[src/rtl/kb_pkg.sv]
// Shared definitions for the keyboard receive buffer: character width,
// default depth and the character type carried through the FIFO.
package kb_pkg;

    localparam int KB_CHAR_W        = 7;
    localparam int KB_DEPTH_DEFAULT = 16;

    typedef logic [KB_CHAR_W-1:0] kb_char_t;

endpackage : kb_pkg

[src/rtl/keyboard_buffer_rise_detect.sv]
// Rising-edge detector: turns a level strobe into a single-cycle pulse.
// The pulse is combinational so that the clock edge which first samples the
// level high is the same edge that acts on it.
module rise_detect (
    input  logic clk,
    input  logic rst,
    input  logic level,
    output logic pulse
);

    logic level_q_r;

    // Remember the previous level so a held strobe only fires once.
    always_ff @(posedge clk or posedge rst) begin
        if (rst) begin
            level_q_r <= 1'b0;
        end else begin
            level_q_r <= level;
        end
    end

    // Pulse is high only in the first cycle the level is seen high.
    always_comb begin
        pulse = level & ~level_q_r;
    end

endmodule : rise_detect

[src/rtl/keyboard_buffer.sv]
// Keyboard receive FIFO: queues 7-bit characters from the serial receiver and
// presents the oldest one to the CPU with first-word fall-through.
module keyboard_buffer
    import kb_pkg::*;
#(
    parameter int DEPTH  = KB_DEPTH_DEFAULT,
    parameter int ADDR_W = $clog2(DEPTH)
) (
    input  logic       clk,
    input  logic       KB_clear,
    input  logic [7:0] rx_data,
    input  logic       rx_done,
    input  logic       KB_read_en,
    output logic       KB_status,
    output kb_char_t   KB_data,
    output logic       buf_full
);

    localparam logic [ADDR_W-1:0] PTR_ONE    = ADDR_W'(1);
    localparam logic [ADDR_W:0]   CNT_ONE    = (ADDR_W + 1)'(1);
    localparam logic [ADDR_W:0]   CNT_ZERO   = (ADDR_W + 1)'(0);
    localparam logic [ADDR_W:0]   FULL_COUNT = (ADDR_W + 1)'(DEPTH);

    kb_char_t          mem_r [DEPTH];
    logic [ADDR_W-1:0] wr_ptr_r;
    logic [ADDR_W-1:0] rd_ptr_r;
    logic [ADDR_W:0]   count_r;

    logic push_s;
    logic pop_s;
    logic do_push_s;
    logic do_pop_s;
    logic empty_s;
    logic full_s;

    // Bit 7 of the received byte is not part of the ASCII character.
    logic rx_bit7_unused_s;
    assign rx_bit7_unused_s = rx_data[7];

    rise_detect u_push_detect (
        .clk   (clk),
        .rst   (KB_clear),
        .level (rx_done),
        .pulse (push_s)
    );

    rise_detect u_pop_detect (
        .clk   (clk),
        .rst   (KB_clear),
        .level (KB_read_en),
        .pulse (pop_s)
    );

    // Decide which requests take effect: a pop needs data, and a push into a
    // full buffer only succeeds when a pop frees a slot in the same cycle.
    always_comb begin
        empty_s   = (count_r == CNT_ZERO);
        full_s    = (count_r == FULL_COUNT);
        do_pop_s  = pop_s & ~empty_s;
        do_push_s = push_s & (~full_s | do_pop_s);
    end

    // Pointer and occupancy bookkeeping; clear empties the buffer at once.
    always_ff @(posedge clk or posedge KB_clear) begin
        if (KB_clear) begin
            wr_ptr_r <= {ADDR_W{1'b0}};
            rd_ptr_r <= {ADDR_W{1'b0}};
            count_r  <= CNT_ZERO;
        end else begin
            if (do_push_s) begin
                wr_ptr_r <= wr_ptr_r + PTR_ONE;
            end else begin
                wr_ptr_r <= wr_ptr_r;
            end
            if (do_pop_s) begin
                rd_ptr_r <= rd_ptr_r + PTR_ONE;
            end else begin
                rd_ptr_r <= rd_ptr_r;
            end
            case ({do_push_s, do_pop_s})
                2'b10:   count_r <= count_r + CNT_ONE;
                2'b01:   count_r <= count_r - CNT_ONE;
                default: count_r <= count_r;
            endcase
        end
    end

    // Character storage; contents are don't-care after clear, so no reset.
    always_ff @(posedge clk) begin
        if (do_push_s) begin
            mem_r[wr_ptr_r] <= rx_data[KB_CHAR_W-1:0];
        end
    end

    // Head character shown with no read latency, forced to zero when empty.
    always_comb begin
        if (empty_s) begin
            KB_data = 7'h00;
        end else begin
            KB_data = mem_r[rd_ptr_r];
        end
        KB_status = ~empty_s;
        buf_full  = full_s;
    end

endmodule : keyboard_buffer

[config.mk]
export PLATFORM = sky130hd
export DESIGN_NAME = keyboard_buffer
export DESIGN_NICKNAME = d
export VERILOG_FILES = /design/src/rtl/kb_pkg.sv /design/src/rtl/keyboard_buffer_rise_detect.sv /design/src/rtl/keyboard_buffer.sv
export SDC_FILE = /design/constraint.sdc
export NUM_CORES = 1
export LEC_CHECK = 0
export ABC_CLOCK_PERIOD_IN_PS = 4250
export CORE_MARGIN = 1
export CORE_UTILIZATION = 30
export CTS_BUF_LIST = sky130_fd_sc_hd__clkbuf_4
export CTS_CLUSTER_DIAMETER = 200
export DETAILED_ROUTE_END_ITERATION = 10
export GPL_TIMING_DRIVEN = 0
export RECOVER_POWER = 50
export SYNTH_ARGS = -nofsm -noshare
export SYNTH_HDL_FRONTEND = slang
export SYNTH_HIERARCHICAL = 1
export SYNTH_SLANG_ARGS = --single-unit
[constraint.sdc]
create_clock -name clk -period 4.25 [get_ports clk]
set_clock_uncertainty 0.1 [all_clocks]
set_input_delay 0.6375 -clock clk [delete_from_list [all_inputs] [get_ports clk]]
set_output_delay 0.6375 -clock clk [all_outputs]
set_load 0.005 [all_outputs]
; After elaboration in Yosys (flattened, before gate mapping)
; Memory sizes are Yosys's and may differ from the RTL's.
; Index checks and enable logic that the tools add are counted.
[totals]
reg_bits = 15
ramBits = 112
inputBits = 12
output_inout_bits = 9
wordCells = 28
memories = 1
[classes]
add_sub_neg = 4
n_eq_ne = 3
mux = 4
bitwise_logic = 9
reduce_logical = 2
[memory_table]
columns = name, words, word_bits, read_ports, rd_ports_with_merged_regs, wr, line_no
row1 = mem_r, 16, 7, 1, 0, 1, keyboard_buffer.sv:24  ; kb_char_t mem_r [DEPTH];
[op_table]
columns = op, n
row1 = 5-bit one-hot mux with 2 select lines, 1
row2 = "4-bit by 1-bit adder with 4-bit output, second input constant", 2
row3 = 7-bit two-way mux, 1
row4 = "5-bit by 1-bit adder with 5-bit output, second input constant", 1
row5 = "5-bit equality test, second input constant", 1
row6 = 5-bit logical NOT, 1
row7 = "5-bit by 1-bit subtractor with 5-bit output, second input constant", 1
row8 = 1-bit AND, 4
row9 = 1-bit NOT, 4
row10 = "2-bit by 1-bit equality test with 1-bit output, second input constant", 1
row11 = "2-bit equality test, second input constant", 1
row12 = 1-bit two-way mux, 2
row13 = 2-bit nonzero test, 1
row14 = 1-bit OR, 1

; Logic depth before layout (Yosys ltp)
[logic_depth]
ltp_word = 7
depth_mapped = 9
mapped_depth_nobuf = 9

; Hierarchy
; Netlist, hierarchy kept.
[modules_own_cells]
columns = mod, n_inst, cells_each, area_each_um2, seq_area_each_um2
row1 = keyboard_buffer, 1, 276, 5225.0, 3688.5
row2 = rise_detect, 2, 3, 42.5, 25.0

; Least setup slack after synthesis
; OpenSTA, ideal clock, no wires.
[synth_timing]
path_kind = register to register
start = register count_r[0]
end = register count_r[4]
setup_ns = 0.069
arrival_time_ns = 2.412
required_time_ns = 4.081
path_slack_ns = 1.669
stages_incl_launch_ff = 10
path_buffers = 0
period_less_slack_ns = 2.581
cell_sequence = dfrtp_1 or4_4 o21ai_4 or2_2 inv_1 ha_1 nand2b_1 a21oi_1 or4_1 nand3_1
[synth_via]
elab_chain_len = 7
elab_cells_between_ends = 13
classes_between = add/sub: 2 / eq/ne: 3 / mux: 1 / bitwise: 5 / reduce/logical: 2
[synth_lines]
columns = element, line_no
row1 = from (decl), keyboard_buffer.sv:27  ; logic [ADDR_W:0] count_r;
row2 = from (signal assigned), keyboard_buffer.sv:81  ; 2'b10: count_r <= count_r + CNT_ONE;
row3 = from (signal assigned), keyboard_buffer.sv:82  ; 2'b01: count_r <= count_r - CNT_ONE;
row4 = from (signal assigned), keyboard_buffer.sv:83  ; default: count_r <= count_r;
row5 = 5-bit logical NOT, keyboard_buffer.sv:57  ; empty_s = (count_r == CNT_ZERO);
row6 = 1-bit NOT, keyboard_buffer.sv:59  ; do_pop_s = pop_s & ~empty_s;
row7 = 1-bit AND, keyboard_buffer.sv:59
row8 = 1-bit OR, keyboard_buffer.sv:60  ; do_push_s = push_s & (~full_s | do_pop_s);
row9 = 1-bit AND, keyboard_buffer.sv:60
row10 = 2-bit by 1-bit equality test with 1-bit output or 2-bit equality test (tied branches), keyboard_buffer.sv:80  ; case ({do_push_s, do_pop_s})
row11 = 5-bit one-hot mux with 2 select lines or 2-bit nonzero test (tied branches), n/a
; Parallel ways exist; a longest one is shown, timed or not.
; A chain may end at the register's enable or synchronous reset.

; Worst setup path after layout
[layout_timing]
start = register rd_ptr_r[0]
end = output port KB_data[6]
[layout_via]
elab_chain_len = 2
[layout_lines]
columns = element, line_no
row1 = from (decl), keyboard_buffer.sv:26  ; logic [ADDR_W-1:0] rd_ptr_r;
row2 = from (signal assigned), keyboard_buffer.sv:67  ; rd_ptr_r <= {ADDR_W{1'b0}};
row3 = from (signal assigned), keyboard_buffer.sv:76  ; rd_ptr_r <= rd_ptr_r + PTR_ONE;
row4 = from (signal assigned), keyboard_buffer.sv:78  ; rd_ptr_r <= rd_ptr_r;
row5 = memory read 16 x 7 bit, n/a
row6 = 7-bit two-way mux, keyboard_buffer.sv:97  ; if (empty_s) begin
row7 = to (decl), keyboard_buffer.sv:15  ; output kb_char_t KB_data,
; Every way passes these cells.

==> metrics.md <==
| Metric | Value |
|---|---|
| Post-CTS setup buffers | 0 |
| Starting Density | 30.7% |
| Clk root buf | clkbuf_4 |
| Critical path arrival | 2.91 ns |
| Worst R2R Start | count_r[0] |
| Sequential area share after synthesis | 70.4% |
| Reg2reg path depth | 9 |
| Slowest stage cell, crit path | mux4_2 |
| Antenna Violating Nets Remaining | 0 |
| CTS Sinks | 127 |
| Ys Warns | 6 |
| Maximum vdd drop | 261 uV |
| Hold_buf cts | 0 |
| Minimum hold slack | 0.320 ns |
| CP max stage delay | 0.59 ns |
| Syn avg cell area | 18.8 um2 |
| Rel. slew slack | 40.2% |
| RR Endpoint | count_r[4] |
| Die H | 135 um |
| Leakage | 2.02 nW |
| Startpoint types | flop |
| Ports | 21 |
| Final WL | 10600 um |
| MaxCap Viol Count | 0 |
| Die width | 135 um |
| CTS H-tree lvls | 4 |
| Flops & latches, synth | 127 |
| N_diodes | 0 |
| Number of port buffers | 19 |
| Cell family with most CP delay | multiplexers |
| Clk slew on worst S/H paths | 0.11 ns |
| Resize count post-CTS | 0 |
| Min-delay worst type | input port to asynchronous set/reset pin |
| Finished Layout Cells | 562 |
| Maximum number of pins on one net before global-route repair | 17 |
| Final Setup Violations | 0 |
| Max-slew violations | 0 |
| Tcrit/Tclk final | 85.8% |
| Antenna violations before repair | 0 |
| Post-synth EDFFs | 112 |
| Cell Pwr Density | 595 nW/um2 |
| Gr ovfl total | 0 |
| Critical path, cell by cell | buf_2, mux4_2, mux2_2, o21ai_1, a21oi_1, clkdlybuf4s50_1 |
| Pre-antenna DRT Iters | 4 |
| Clock tree buffer depth | 2 |
| CTS tree | built |
| Critical path class | flop to primary output |
| Crit path required time | 3.51 ns |
| Layout cells sized above 1 | 25.5% |
| Final GP Congestion | 0.747 |
| RSZ-0062 raised after global routing | no |
| Top_reg_cell synth | edfxtp_1 |
| Die ar. | 18200 um2 |
| Routed wire length per instance | 18.8 um |
| Ys async rst share | 11.8% |
| Row count | 48 |
| Final Hold Fails | 0 |
| R2R Setup Slk | 0.91 ns |
| Worst slew pin tran | 0.887 ns |
| DRC | 0 |
| Inst Count DP | 530 |
| Tmin final | 3.65 ns |
| Unique masters post-synth | 43 |
| Final setup TNS | 0 ns |
| Setup crit end kind | primary output |
| Clk Latency, worst-skew pair | 0.52 ns |
| Nets@finish | 345 |
| Syn-to-layout area delta | 14.8% |
| Final core utilization | 35.2% |
| First-pass GRT wire length | 16300 um |
| Vias | 2664 |
| Post-Syn Nets | 303 |
| Mapped Area | 5310 um2 |
| Total power draw | 3.63 mW |
| Drt via density | 4.74 |
| CP Buf/Inv Count | 2 |
| F_max | 274 MHz |
| Tot GR Track Use | 12.8% |
| Cells after Synth | 282 |
| Iteration-0 DRC Markers | 153 |
| Worst-path fanout max | 10 |
| Post-DP HPWL | 7050 um |
| Vias in the first global route | 2843 |
| CTS buffer count | 17 |
| Core ar. | 17300 um2 |
| Status | complete, no violations |
state kept, by name, indices dropped and copies added (netlist names):
signal                   count
mem_r                      112
count_r                      5
rd_ptr_r                     4
wr_ptr_r                     4
u_pop_detect/level_q_r       1
u_push_detect/level_q_r      1
per-layer routing:
metal	track usage [%]	wire length [um]
met5	0	0
met4	4.99	187
met3	4.13	508
met2	19.8	5040
met1	16.7	4820
synthesized netlist by cell type, drive strengths merged (5+ instances only):
cell,instances,area [um2]
edfxtp,112,3360
mux4,28,631
dfrtp,15,375
inv,12,45.0
mux2,11,128
o21ai,10,61.3
a21oi,9,45.0
mux2i,9,103
ha,8,100
nor2,8,30.0
xnor2,8,70.1
clkbuf,7,26.3
and2,5,32.5
nor4,5,37.5
logic make-up (layout without fill, tap and decap cells):
family | after synthesis | after routing | share of synthesized area (%)
flops | 127 | 127 | 70.4
mux | 48 | 48 | 16.2
simple gates | 39 | 39 | 4.60
compound gates | 27 | 27 | 3.23
buf+inv | 23 | 78 | 1.81
fa+ha+maj | 9 | 9 | 2.26
xor+xnor | 9 | 9 | 1.48
power breakdown:
| part | switching [mW] | internal [mW] |
|---|---|---|
| Sequential | 0.0917 | 1.48 |
| Combinational | 0.609 | 0.643 |
| Clock | 0.442 | 0.363 |
cells in the final DEF, fill, tap and decap left out, types with 3 or more instances in the layout:
cell type	count
clkbuf_4	20
dlygate4sd3_1	10
clkinv_4	3
ha_1	8
mux2_2	7
inv_1	12
nor2_1	8
xnor2_1	8
buf_4	6
nor4_2	5
nand3_1	4
a21oi_1	9
edfxtp_1	112
clkbuf_1	7
clkinv_2	4
and2_1	4
and3_1	4
clkdlybuf4s50_1	9
o21ai_1	7
nand2b_1	3
mux4_2	28
mux2_1	3
o21ai_0	3
mux2i_1	8
dfrtp_1	15
layout make-up:
class | count | area [um2]
tap | 225 | 282
sequential | 127 | 3740
buffer | 11 | 51.3
timing repair buffer | 23 | 220
inverter | 12 | 45.0
fill | 1631 | 11200
clock inverter | 12 | 121
clock buffer | 20 | 150
multi-input combinational | 132 | 1490
worst max path at each step:
stage           startpoint  slack [ns]  depth (start not counted)      endpoint
2_1_floorplan   count_r[0]        1.67                          9    count_r[4]
3_3_place_gp    KB_read_en        0.31                          5   mem_r[2][6]
3_5_place_dp    KB_read_en        0.86                          6  mem_r[15][3]
4_1_cts        rd_ptr_r[1]        0.53                          5    KB_data[1]
5_1_grt        rd_ptr_r[0]        0.38                          6    KB_data[6]
6_report       rd_ptr_r[0]        0.60                          6    KB_data[6]
metrics by stage:
step / area [um2] / setup slack, ns
after global placement: 5780 / 0.307
final: 6090 / 0.604
after CTS: 6110 / 0.532
after global routing: 6090 / 0.378
after detailed placement: 5840 / 0.859
after floorplan: 5310 / 1.67
(Power assumes the default switching activity.)
